$ cat config.mk
export PLATFORM = sky130hd
export DESIGN_NAME = io_uart_tx_responder_flat
export DESIGN_NICKNAME = d
export VERILOG_FILES = /design/src/rtl/io_uart_tx_responder_if.sv /design/src/rtl/io_uart_tx_responder.sv /design/src/flat_wrapper.sv
export SDC_FILE = /design/constraint.sdc
export NUM_CORES = 1
export LEC_CHECK = 0
export ABC_AREA = 1
export BUFFER_PORTS_ARGS = -buffer_cell sky130_fd_sc_hd__buf_2
export CORE_MARGIN = 5
export CORE_UTILIZATION = 35
export CTS_BUF_LIST = sky130_fd_sc_hd__clkbuf_16
export DETAILED_ROUTE_END_ITERATION = 6
export PLACE_DENSITY = 0.5
export SLEW_MARGIN = 20
export SYNTH_ARGS = -nofsm -noshare
export SYNTH_HDL_FRONTEND = slang
export SYNTH_SLANG_ARGS = --single-unit
$ cat constraint.sdc
create_clock -name clock -period 3.7 [get_ports clock]
set_input_delay 0.74 -clock clock [delete_from_list [all_inputs] [get_ports clock]]
set_output_delay 0.74 -clock clock [all_outputs]
set_load 0.03 [all_outputs]
$ cat src/rtl/io_uart_tx_responder_if.sv
// rtl/io_uart_tx_responder_if.sv - CPU I/O bus bundle for the UART TX responder
//
// Signals:
//   io_addr    CPU I/O address, driven continuously (no read strobe)
//   io_write   single-cycle write strobe
//   io_wr_data write data
//   io_rd_data combinational read data, zero when the responder is not selected
//
// Modports: master = CPU side, slave = responder side.
interface io_uart_tx_responder_if #(
  parameter int WIDTH = 16
);
  logic [WIDTH-1:0] io_addr;
  logic             io_write;
  logic [WIDTH-1:0] io_wr_data;
  logic [WIDTH-1:0] io_rd_data;

  modport master (
    output io_addr,
    output io_write,
    output io_wr_data,
    input  io_rd_data
  );

  modport slave (
    input  io_addr,
    input  io_write,
    input  io_wr_data,
    output io_rd_data
  );
endinterface

$ cat src/rtl/io_uart_tx_responder.sv
// rtl/io_uart_tx_responder.sv - memory-mapped 8N1 UART transmitter on the CPU I/O bus
//
// Ports:
//   clock    system clock
//   reset    synchronous, active-high
//   bus      io_uart_tx_responder_if.slave (io_addr, io_write, io_wr_data, io_rd_data)
//   tx       serial line, idle high, registered
//   tx_busy  FIFO non-empty or frame in progress, registered
//
// Registers (index = io_addr[1:0]):
//   0 TXDATA  W: push byte; R: 0
//   1 STATUS  R: {count[7:4], 0, overflow, idle, full}; W: bit2=1 clears overflow
//   2 DIV     R/W clocks per bit; writing 0 stores 1
//   3 reserved
module io_uart_tx_responder #(
  parameter int               WIDTH     = 16,
  parameter logic [WIDTH-1:0] BASE      = 'h4000,
  parameter int               DEPTH     = 8,
  parameter int               DIV_RESET = 217
) (
  input  logic                  clock,
  input  logic                  reset,
  io_uart_tx_responder_if.slave bus,
  output logic                  tx,
  output logic                  tx_busy
);

  localparam int PW = (DEPTH > 1) ? $clog2(DEPTH) : 1;
  localparam int CW = PW + 1;

  typedef enum logic [1:0] {IDLE, START, DATA, STOP} state_t;

  state_t        state;
  logic [7:0]    mem [DEPTH];
  logic [PW-1:0] wr_ptr;
  logic [PW-1:0] rd_ptr;
  logic [CW-1:0] count;
  logic [CW-1:0] count_nxt;
  logic          overflow;
  logic [15:0]   div;
  logic [15:0]   bitdiv;
  logic [15:0]   clk_cnt;
  logic [2:0]    bit_idx;
  logic [7:0]    shifter;

  logic          sel;
  logic [1:0]    idx;
  logic          full;
  logic          empty;
  logic          push_req;
  logic          push_ok;
  logic          pop;
  logic          expire;
  logic          stop_to_idle;
  logic [4:0]    count_ext;
  logic [3:0]    count_disp;

  assign sel      = (bus.io_addr[WIDTH-1:2] == BASE[WIDTH-1:2]);
  assign idx      = bus.io_addr[1:0];
  assign full     = (count == CW'(DEPTH));
  assign empty    = (count == '0);
  assign push_req = bus.io_write && sel && (idx == 2'd0);
  // A pop in the same cycle frees the slot, so a push into a full FIFO is still accepted.
  assign push_ok  = push_req && (!full || pop);

  always_comb begin
    expire       = (clk_cnt == bitdiv - 16'd1);
    pop          = 1'b0;
    case (state)
      IDLE:    pop = !empty;
      STOP:    pop = expire && !empty;
      default: pop = 1'b0;
    endcase
    stop_to_idle = (state == STOP) && expire && empty;
  end

  always_comb begin
    count_nxt = count;
    if (push_ok && !pop)
      count_nxt = count + CW'(1);
    else if (!push_ok && pop)
      count_nxt = count - CW'(1);
  end

  // Status shows 4 bits of count; a full 16-deep FIFO displays 15.
  assign count_ext  = 5'(count);
  assign count_disp = count_ext[4] ? 4'hF : count_ext[3:0];

  // Reads have no strobe and no side effects.
  always_comb begin
    bus.io_rd_data = '0;
    if (sel) begin
      case (idx)
        2'd1: begin
          bus.io_rd_data[0]   = full;
          bus.io_rd_data[1]   = empty && (state == IDLE);
          bus.io_rd_data[2]   = overflow;
          bus.io_rd_data[7:4] = count_disp;
        end
        2'd2:    bus.io_rd_data[15:0] = div;
        default: bus.io_rd_data = '0;
      endcase
    end
  end

  // FIFO storage carries no reset; pointers and count define validity.
  always_ff @(posedge clock) begin
    if (push_ok)
      mem[wr_ptr] <= bus.io_wr_data[7:0];
  end

  always_ff @(posedge clock) begin
    if (reset) begin
      wr_ptr   <= '0;
      rd_ptr   <= '0;
      count    <= '0;
      overflow <= 1'b0;
      div      <= DIV_RESET[15:0];
    end else begin
      if (push_ok)
        wr_ptr <= wr_ptr + PW'(1);
      if (pop)
        rd_ptr <= rd_ptr + PW'(1);
      count <= count_nxt;
      if (push_req && full && !pop)
        overflow <= 1'b1;
      else if (bus.io_write && sel && (idx == 2'd1) && bus.io_wr_data[2])
        overflow <= 1'b0;
      if (bus.io_write && sel && (idx == 2'd2))
        div <= (bus.io_wr_data[15:0] == 16'd0) ? 16'd1 : bus.io_wr_data[15:0];
    end
  end

  // Serializer. clk_cnt counts clocks spent in the current bit; a bit ends when it
  // reaches bitdiv-1, so every bit lasts exactly bitdiv clocks.
  always_ff @(posedge clock) begin
    if (reset) begin
      state   <= IDLE;
      tx      <= 1'b1;
      tx_busy <= 1'b0;
      clk_cnt <= '0;
      bit_idx <= '0;
      bitdiv  <= DIV_RESET[15:0];
      shifter <= '0;
    end else begin
      tx_busy <= (count_nxt != '0) || pop || ((state != IDLE) && !stop_to_idle);
      case (state)
        IDLE: begin
          tx <= 1'b1;
          if (pop) begin
            shifter <= mem[rd_ptr];
            bitdiv  <= div;
            clk_cnt <= '0;
            tx      <= 1'b0;
            state   <= START;
          end
        end
        START: begin
          if (expire) begin
            clk_cnt <= '0;
            tx      <= shifter[0];
            shifter <= shifter >> 1;
            bit_idx <= '0;
            state   <= DATA;
          end else begin
            clk_cnt <= clk_cnt + 16'd1;
          end
        end
        DATA: begin
          if (expire) begin
            clk_cnt <= '0;
            if (bit_idx == 3'd7) begin
              tx    <= 1'b1;
              state <= STOP;
            end else begin
              tx      <= shifter[0];
              shifter <= shifter >> 1;
              bit_idx <= bit_idx + 3'd1;
            end
          end else begin
            clk_cnt <= clk_cnt + 16'd1;
          end
        end
        STOP: begin
          if (expire) begin
            clk_cnt <= '0;
            if (pop) begin
              // Back-to-back frame: no idle gap between stop and start.
              shifter <= mem[rd_ptr];
              bitdiv  <= div;
              tx      <= 1'b0;
              state   <= START;
            end else begin
              state <= IDLE;
            end
          end else begin
            clk_cnt <= clk_cnt + 16'd1;
          end
        end
        default: state <= IDLE;
      endcase
    end
  end

endmodule

$ cat src/flat_wrapper.sv
// flat-port wrapper written by rule: the top's interface ports become plain ports
module io_uart_tx_responder_flat 
#(
  parameter int               WIDTH     = 16,
  parameter logic [WIDTH-1:0] BASE      = 'h4000,
  parameter int               DEPTH     = 8,
  parameter int               DIV_RESET = 217
)
  (clock, reset, tx, tx_busy, bus_io_addr, bus_io_write, bus_io_wr_data, bus_io_rd_data);
  io_uart_tx_responder_if #(.WIDTH(WIDTH)) bus_i ();
  input  logic clock;
  input  logic reset;
  output logic tx;
  output logic tx_busy;
  input wire logic [$bits(bus_i.io_addr)-1:0] bus_io_addr;
  input wire logic [$bits(bus_i.io_write)-1:0] bus_io_write;
  input wire logic [$bits(bus_i.io_wr_data)-1:0] bus_io_wr_data;
  output wire logic [$bits(bus_i.io_rd_data)-1:0] bus_io_rd_data;
  assign bus_i.io_addr = bus_io_addr;
  assign bus_i.io_write = bus_io_write;
  assign bus_i.io_wr_data = bus_io_wr_data;
  assign bus_io_rd_data = bus_i.io_rd_data;
  io_uart_tx_responder #(.WIDTH(WIDTH), .BASE(BASE), .DEPTH(DEPTH), .DIV_RESET(DIV_RESET)) u_core (.clock(clock), .reset(reset), .bus(bus_i), .tx(tx), .tx_busy(tx_busy));
endmodule
# Word level (Yosys, flattened, before mapping)
# Memory sizes are Yosys's and may differ from the RTL's. A register that Yosys moved wholly into a read port is not among the register bits.
# Cells that the tools add are included.
dict set report op_classes {
  bitwise_logic 0
  add_sub_neg 7
  muxes 45
  n_shift 0
  reduce_logical 38
  multipliers 0
  n_eq_ne 16
  order_cmp 0
  div_mod_pow 0
}
# operator count
set ops {}
lappend ops {{16-bit two-way mux} 6}
lappend ops {{16-bit case mux with 2 select lines} 2}
lappend ops {{8-bit two-way mux} 6}
lappend ops {{8-bit case mux with 4 select lines} 1}
lappend ops {{16-bit by 1-bit adder with 16-bit output, second input constant} 1}
lappend ops {{16-bit equality test} 1}
lappend ops {{16-bit logical NOT} 1}
lappend ops {{16-bit by 1-bit subtractor with 16-bit output, second input constant} 1}
lappend ops {{1-bit logical AND} 15}
lappend ops {{3-bit two-way mux} 5}
lappend ops {{14-bit by 13-bit equality test with 1-bit output, second input constant} 1}
lappend ops {{1-bit two-way mux} 12}
lappend ops {{2-bit by 1-bit inequality test with 1-bit output, second input constant} 6}
lappend ops {{3-bit case mux with 2 select lines} 2}
lappend ops {{4-bit AND reduction} 3}
lappend ops {{2-bit two-way mux} 5}
lappend ops {{3-bit by 1-bit adder with 3-bit output, second input constant} 3}
lappend ops {{4-bit two-way mux} 2}
lappend ops {{2-bit case mux with 4 select lines} 1}
lappend ops {{4-bit case mux with 2 select lines} 1}
lappend ops {{2-bit nonzero test} 4}
lappend ops {{2-bit equality test, second input constant} 3}
lappend ops {{1-bit logical NOT} 5}
lappend ops {{5-bit AND reduction} 1}
lappend ops {{14 further kinds} 18}
dict set report word_totals {
  in_bits 35
  romBits 0
  word_cells 119
  memories 1
  latchBits 0
  ff_bits 74
  ramBits 64
}
# name depth width read_ports rd_clocked_by_memory_dff write_ports line
set mem_list {}
lappend mem_list {u_core.mem 8 8 1 1 1 io_uart_tx_responder.sv:34} ;# logic [7:0] mem [DEPTH];

# Longest topological paths before layout
dict set report logic_depth {
  depth_word 13
  ltp_mapped 21
  mapped_depth_nobuf 21
}

# Worst setup path after synthesis
# OpenSTA, ideal clock, no wires.
dict set report synth_path {
  path_kind {in2reg}
  from {in bus_io_addr[3]}
  to {mem u_core.mem[0][0], enable pin}
  stages 9
  arrival_ps 2848
  n_path_buf 0
  required_ps 3317
  setup_slack_ps 468
  path_cell_list {or2_2 nor4_2 nand2_1 nor2_1 inv_1 nor2_1 o21ai_4 or2_4 nor3_1}
}
dict set report synth_between {
  elab_chain_cells 6
}
# item line
set synth_rtl {}
lappend synth_rtl {{from (decl)} flat_wrapper.sv:15} ;# input wire logic [$bits(bus_i.io_addr)-1:0] bus_io_addr;
lappend synth_rtl {{14-bit by 13-bit equality test with 1-bit output} io_uart_tx_responder.sv:58} ;# assign sel = (bus.io_addr[WIDTH-1:2] == BASE[WIDTH-1:2]);
lappend synth_rtl {{1-bit logical AND (2 in a row)} io_uart_tx_responder.sv:62} ;# assign push_req = bus.io_write && sel && (idx == 2'd0);
lappend synth_rtl {{1-bit logical AND} io_uart_tx_responder.sv:64} ;# assign push_ok = push_req && (!full || pop);
lappend synth_rtl {{1-bit two-way mux} io_uart_tx_responder.sv:108} ;# if (push_ok)
lappend synth_rtl {{1-bit two-way mux (implied by the code)} io_uart_tx_responder.sv:109} ;# mem[wr_ptr] <= bus.io_wr_data[7:0];
lappend synth_rtl {{to (decl)} io_uart_tx_responder.sv:34}
# No other way between the ends.

# Worst setup path after layout
dict set report layout_path {
  from {reg u_core.bitdiv[0]}
  to {mem u_core.mem[6][1], enable pin}
}
dict set report layout_between {
  elab_chain_cells 8
}
# item line
set layout_rtl {}
lappend layout_rtl {{from (decl)} io_uart_tx_responder.sv:41} ;# logic [15:0] bitdiv;
lappend layout_rtl {{from (signal assigned)} io_uart_tx_responder.sv:143} ;# bitdiv <= DIV_RESET[15:0];
lappend layout_rtl {{from (signal assigned)} io_uart_tx_responder.sv:152} ;# bitdiv <= div;
lappend layout_rtl {{from (signal assigned)} io_uart_tx_responder.sv:190} ;# bitdiv <= div;
lappend layout_rtl {{16-bit by 1-bit subtractor with 16-bit output} io_uart_tx_responder.sv:67} ;# expire = (clk_cnt == bitdiv - 16'd1);
lappend layout_rtl {{16-bit equality test} io_uart_tx_responder.sv:67}
lappend layout_rtl {{1-bit logical AND} io_uart_tx_responder.sv:71} ;# STOP: pop = expire && !empty;
lappend layout_rtl {{1-bit case mux with 2 select lines} io_uart_tx_responder.sv:69} ;# case (state)
lappend layout_rtl {{1-bit logical OR} io_uart_tx_responder.sv:64}
lappend layout_rtl {{1-bit logical AND} io_uart_tx_responder.sv:64}
lappend layout_rtl {{1-bit two-way mux} io_uart_tx_responder.sv:108}
lappend layout_rtl {{1-bit two-way mux (implied by the code)} io_uart_tx_responder.sv:109}
# No other way between the ends.

==> qor_table.md <==
| Group | Result | This run |
|---|---|---|
| sta | Accumulated negative setup slack | 0 ns |
| drt | DRC viols | 0 |
| synthesis | Cell count after synthesis | 849 |
| setup path | Kind of critical path | flop to flop |
| pwr | Pwr dens | 757.5 mW/mm2 |
| clock tree | Clock buffer count from CTS | 17 |
| drt | Number of vias after detailed routing | 5792 |
| pwr | Largest vdd supply drop | 355.9 uV |
| placed design | Total cell area at the placement stage | 0.007541 mm2 |
| synthesis | Yosys cell types | 45 |
| drt | Iteration-0 DRC Markers | 348 |
| global routing | Wire length of the first global-routing pass | 30280 um |
| sta | Clock skew after layout | 0.01532 ns |
| cells and area | Area growth from synthesis to layout | 17.13% |
| pwr | Part of the total power dissipated in combinational logic | 39.3% |
| setup path | Startpoint type of the worst setup path | flop |
| global routing | Number of antenna violations at the first check in global routing | 0 |
| cells and area | Final instance area | 0.008135 mm2 |
| global routing | Via count of the first global-routing pass | 5573 |
| pwr | Net switching component of the power | 0.002595 W |
| sta | Final period utilization | 81.11% |
| min path | Worst hold path class | flop to flop |
| cells and area | Final standard cell count with taps included and fillers excluded | 1187 |
| drt | Final wirelength | 18600 um |
| setup path | Largest fanout on the critical path | 9 |
| sta | Worst slew slack as a fraction of its limit | 41.73% |
| placed design | DP HPWL | 13310 um |
| floorplanning | Core footprint | 0.01953 mm2 |
| setup path | Data arrival time of the critical path | 3.13 ns |
| drt | Via density per instance | 4.880 |
| placed design | DP Cell Count | 1155 |
| synthesis | Sequential-to-total area share from yosys stat | 49.86% |
| clock tree | Clock tree from TritonCTS | yes |
| synthesis | Synth warn | 0 |
| sta | Fin. max-slew vios | 0 |
| cells and area | Fraction of final layout cells with drive strength greater than 1 | 13.77% |
| synthesis | Net count of the mapped netlist | 900 |
| cells and area | ANT cells | 0 |
| floorplanning | Area enclosed by the die boundary | 0.02276 mm2 |
| sta | Final Hold Slack | 0.4711 ns |
| clock tree | Clock net sink count | 141 |
| floorplanning | Horizontal extent of the die | 150.9 um |
| floorplanning | Die Ht | 150.9 um |
| run status | Status | finished, final reports clean |
| pwr | Switch share | 42.11% |
| cells and area | Post-layout net count | 960 |
| clock tree | H-Tree Level Count | 4 |
| sta | Final worst path period need | 3.001 ns |
| global routing | Overall track demand over capacity in global routing | 17.27% |
| placed design | Count of buffers from port buffering | 52 |
| pwr | Leakage power summed over all cells | 3.180 nW |
| sta | Final hold vios | 0 |
| sta | Tightest Pin Transition | 0.8731 ns |
| setup path | Setup crit end kind | flop |
| clock tree | Resize count post-CTS | 0 |
| floorplanning | Num rows | 51 |
| floorplanning | Effective utilization at floorplan | 35.57% |
| flow run | Max-cap check violation count | 0 |
| clock tree | Buffers from clock root to sink, at most | 2 |
| pwr | Internal cell power | 0.003567 W |
| global routing | GRT overflow | 0 |
| pwr | Sequential group share of total power | 32.6% |
| clock tree | Clock input transition at the sequential cells of the worst setup and hold paths | 0.06 ns |
| setup path | Critical Path RT | 3.83 ns |
| placed design | Final weighted congestion in routability-driven placement | 0.8168 |
| clock tree | Clock latency reported for the late side of the worst-skew pair | 0.43 ns |
| clock tree | Hold buffers post-CTS | 0 |
| sta | Maximum operating frequency | 333.2 MHz |
| sta | Total of endpoints with negative setup slack in the final report | 0 |
| global routing | Maximum number of pins on one net before global-route repair | 36 |
| drt | Routed wire per std cell | 15.67 um |
| floorplanning | Top-Level Pins | 53 |
| drt | First-pass DRT Iterations | 4 |
| drt | Count of nets left with antenna violations after detail routing | 0 |
| pwr | Clock share of power | 28.1% |
| synthesis | Post-synth design cell area | 0.006945 mm2 |
| clock tree | CTS root buf | clkbuf_16 |
| synthesis | Total of flip-flops plus latches after synthesis | 141 |
| synthesis | Average cell area after synthesis | 8.181 um2 |
| clock tree | Number of setup buffers added after CTS | 0 |
| sta | Unrepaired setup endpoints after global routing | no |
final cells by class:
type / instances / area [um2]
fill: 2011 / 11390
sequential: 141 / 3463
inverter: 82 / 312.8
tap: 265 / 331.6
clock buffer: 17 / 425.4
multi-input combinational: 598 / 3045
clock inverter: 15 / 168.9
timing repair buffer: 69 / 387.9
per-layer routing:
metal / part of all wire [%] / track usage [%] / up-vias
li1: - / - / 3002
met1: 50 / 24.93 / 2653
met2: 45 / 26.75 / 124
met3: 4.0 / 3.291 / 13
met4: 0.94 / 4.261 / 0
met5: 0 / 0 / -
worst paths after layout:
check	depth (start not counted)	startpoint	slack (ns)	endpoint
worst max register to register	17	u_core.bitdiv[0]$_SDFFE_PP1P_	0.70	u_core.mem[6][1]$_DFFE_PP_
worst min register to register	2	u_core.bit_idx[2]$_SDFFE_PP0P_	0.47	u_core.bit_idx[2]$_SDFFE_PP0P_
worst min-delay path	2	u_core.bit_idx[2]$_SDFFE_PP0P_	0.47	u_core.bit_idx[2]$_SDFFE_PP0P_
worst max-delay path	17	u_core.bitdiv[0]$_SDFFE_PP1P_	0.70	u_core.mem[6][1]$_DFFE_PP_
Yosys cell counts:
master | number | area share (%)
ha_1 | 16 | 2.9
buf_2 | 3 | 0.22
clkinv_1 | 1 | 0.054
nor3_1 | 22 | 1.6
a41oi_1 | 1 | 0.13
nand3b_1 | 4 | 0.43
nand2_4 | 2 | 0.32
o21ai_2 | 2 | 0.25
edfxtp_1 | 64 | 28
inv_1 | 77 | 4.2
nand2_2 | 2 | 0.18
o21ai_0 | 69 | 5.0
a21oi_1 | 48 | 3.5
inv_2 | 3 | 0.16
a211oi_1 | 6 | 0.65
a21oi_2 | 2 | 0.25
o21bai_1 | 1 | 0.11
nor4_2 | 1 | 0.18
clkbuf_1 | 22 | 1.2
nor2_1 | 109 | 5.9
nand2_1 | 174 | 9.4
o21a_1 | 2 | 0.22
o22ai_1 | 14 | 1.3
nor4_1 | 10 | 0.90
o21ai_1 | 2 | 0.14
o211ai_1 | 7 | 0.76
buf_4 | 2 | 0.22
dfxtp_1 | 77 | 22
xor2_1 | 8 | 1.0
or2_2 | 3 | 0.27
nand3_2 | 2 | 0.29
clkinv_4 | 1 | 0.13
nand4_1 | 14 | 1.3
or2_4 | 1 | 0.13
and2_1 | 1 | 0.090
nor2_4 | 3 | 0.49
xnor2_1 | 12 | 1.5
nor2_2 | 3 | 0.27
nor3b_1 | 3 | 0.32
o221ai_1 | 2 | 0.25
or2_0 | 1 | 0.090
nand3_1 | 49 | 3.5
buf_6 | 1 | 0.16
o21ai_4 | 1 | 0.23
a221oi_1 | 1 | 0.13
state kept, by name, indices dropped and copies added, names as in the netlist, named ones only:
name             count
u_core.overflow      1
u_core.bit_idx       3
u_core.clk_cnt      16
u_core.state         2
u_core.div          16
u_core.mem          64
u_core.tx_busy       1
u_core.count         4
u_core.wr_ptr        3
u_core.rd_ptr        3
u_core.tx            1
u_core.shifter       8
u_core.bitdiv       16
per-stage QoR:
| stage | util, % | setup WS [ns] | total power, W |
|---|---|---|---|
| floorplan | - | 0.4682 | 0.003849 |
| global placement | 38.62 | 0.7276 | 0.004488 |
| detailed placement | 38.62 | 0.6607 | 0.004460 |
| CTS | 41.66 | 0.6809 | 0.006214 |
| global route | 41.66 | 0.4270 | 0.006651 |
| finish | 41.66 | 0.6990 | 0.006162 |
worst max-delay path, stage by stage, from the launching register on:
cell and delay [ns]:
dfxtp_1 0.33, inv_2 0.12, ha_1 0.22, nand3_2 0.14, nor2_4 0.18, xor2_1 0.21
nand2_1 0.07, nor2_1 0.10, nand2_1 0.07, nor2_2 0.11, nand3_2 0.09, nand2_4 0.12
nand2_4 0.10, clkinv_4 0.11, o21ai_4 0.08, or2_4 0.27, nor3_1 0.17, buf_4 0.20
power by group through the flow:
stage | clock (W) | combinational [W] | sequential, W
after floorplan | 0 | 0.00185 | 0.00200
after global placement | 0 | 0.00244 | 0.00204
after detailed placement | 0 | 0.00242 | 0.00204
after CTS | 0.00177 | 0.00243 | 0.00201
after global routing | 0.00185 | 0.00277 | 0.00204
final | 0.00173 | 0.00242 | 0.00201
cells in the final DEF, fill, tap and decap left out, types with 2 or more instances in the layout:
cell / count
o221ai_1: 2
o22ai_1: 14
a21oi_1: 48
nand3_2: 2
xor2_1: 8
or2_2: 3
nor4_1: 10
o21ai_1: 2
nor3_1: 22
nand3b_1: 4
nor2_2: 3
nand2_1: 174
xnor2_1: 12
buf_2: 52
nand2_2: 2
inv_2: 3
inv_6: 6
buf_4: 17
clkbuf_16: 17
a21oi_2: 2
nand2_4: 2
nand3_1: 49
o21a_1: 2
edfxtp_1: 64
nor2_1: 109
inv_8: 5
nor2_4: 3
o211ai_1: 7
nor3b_1: 3
ha_1: 16
inv_1: 77
a211oi_1: 6
dfxtp_1: 77
nand4_1: 14
o21ai_0: 69
clkinv_4: 2
o21ai_2: 2
kinds of logic (layout without fill, tap and decap cells):
family          after synthesis  after routing  share of synthesized area [%]
buf+inv                     110            183                          6.287
simple gates                404            404                          25.64
xor+xnor                     20             20                          2.522
fa+ha+maj                    16             16                          2.882
flops                       141            141                          49.86
compound gates              158            158                          12.81
Power figures use the tool's default switching activity.
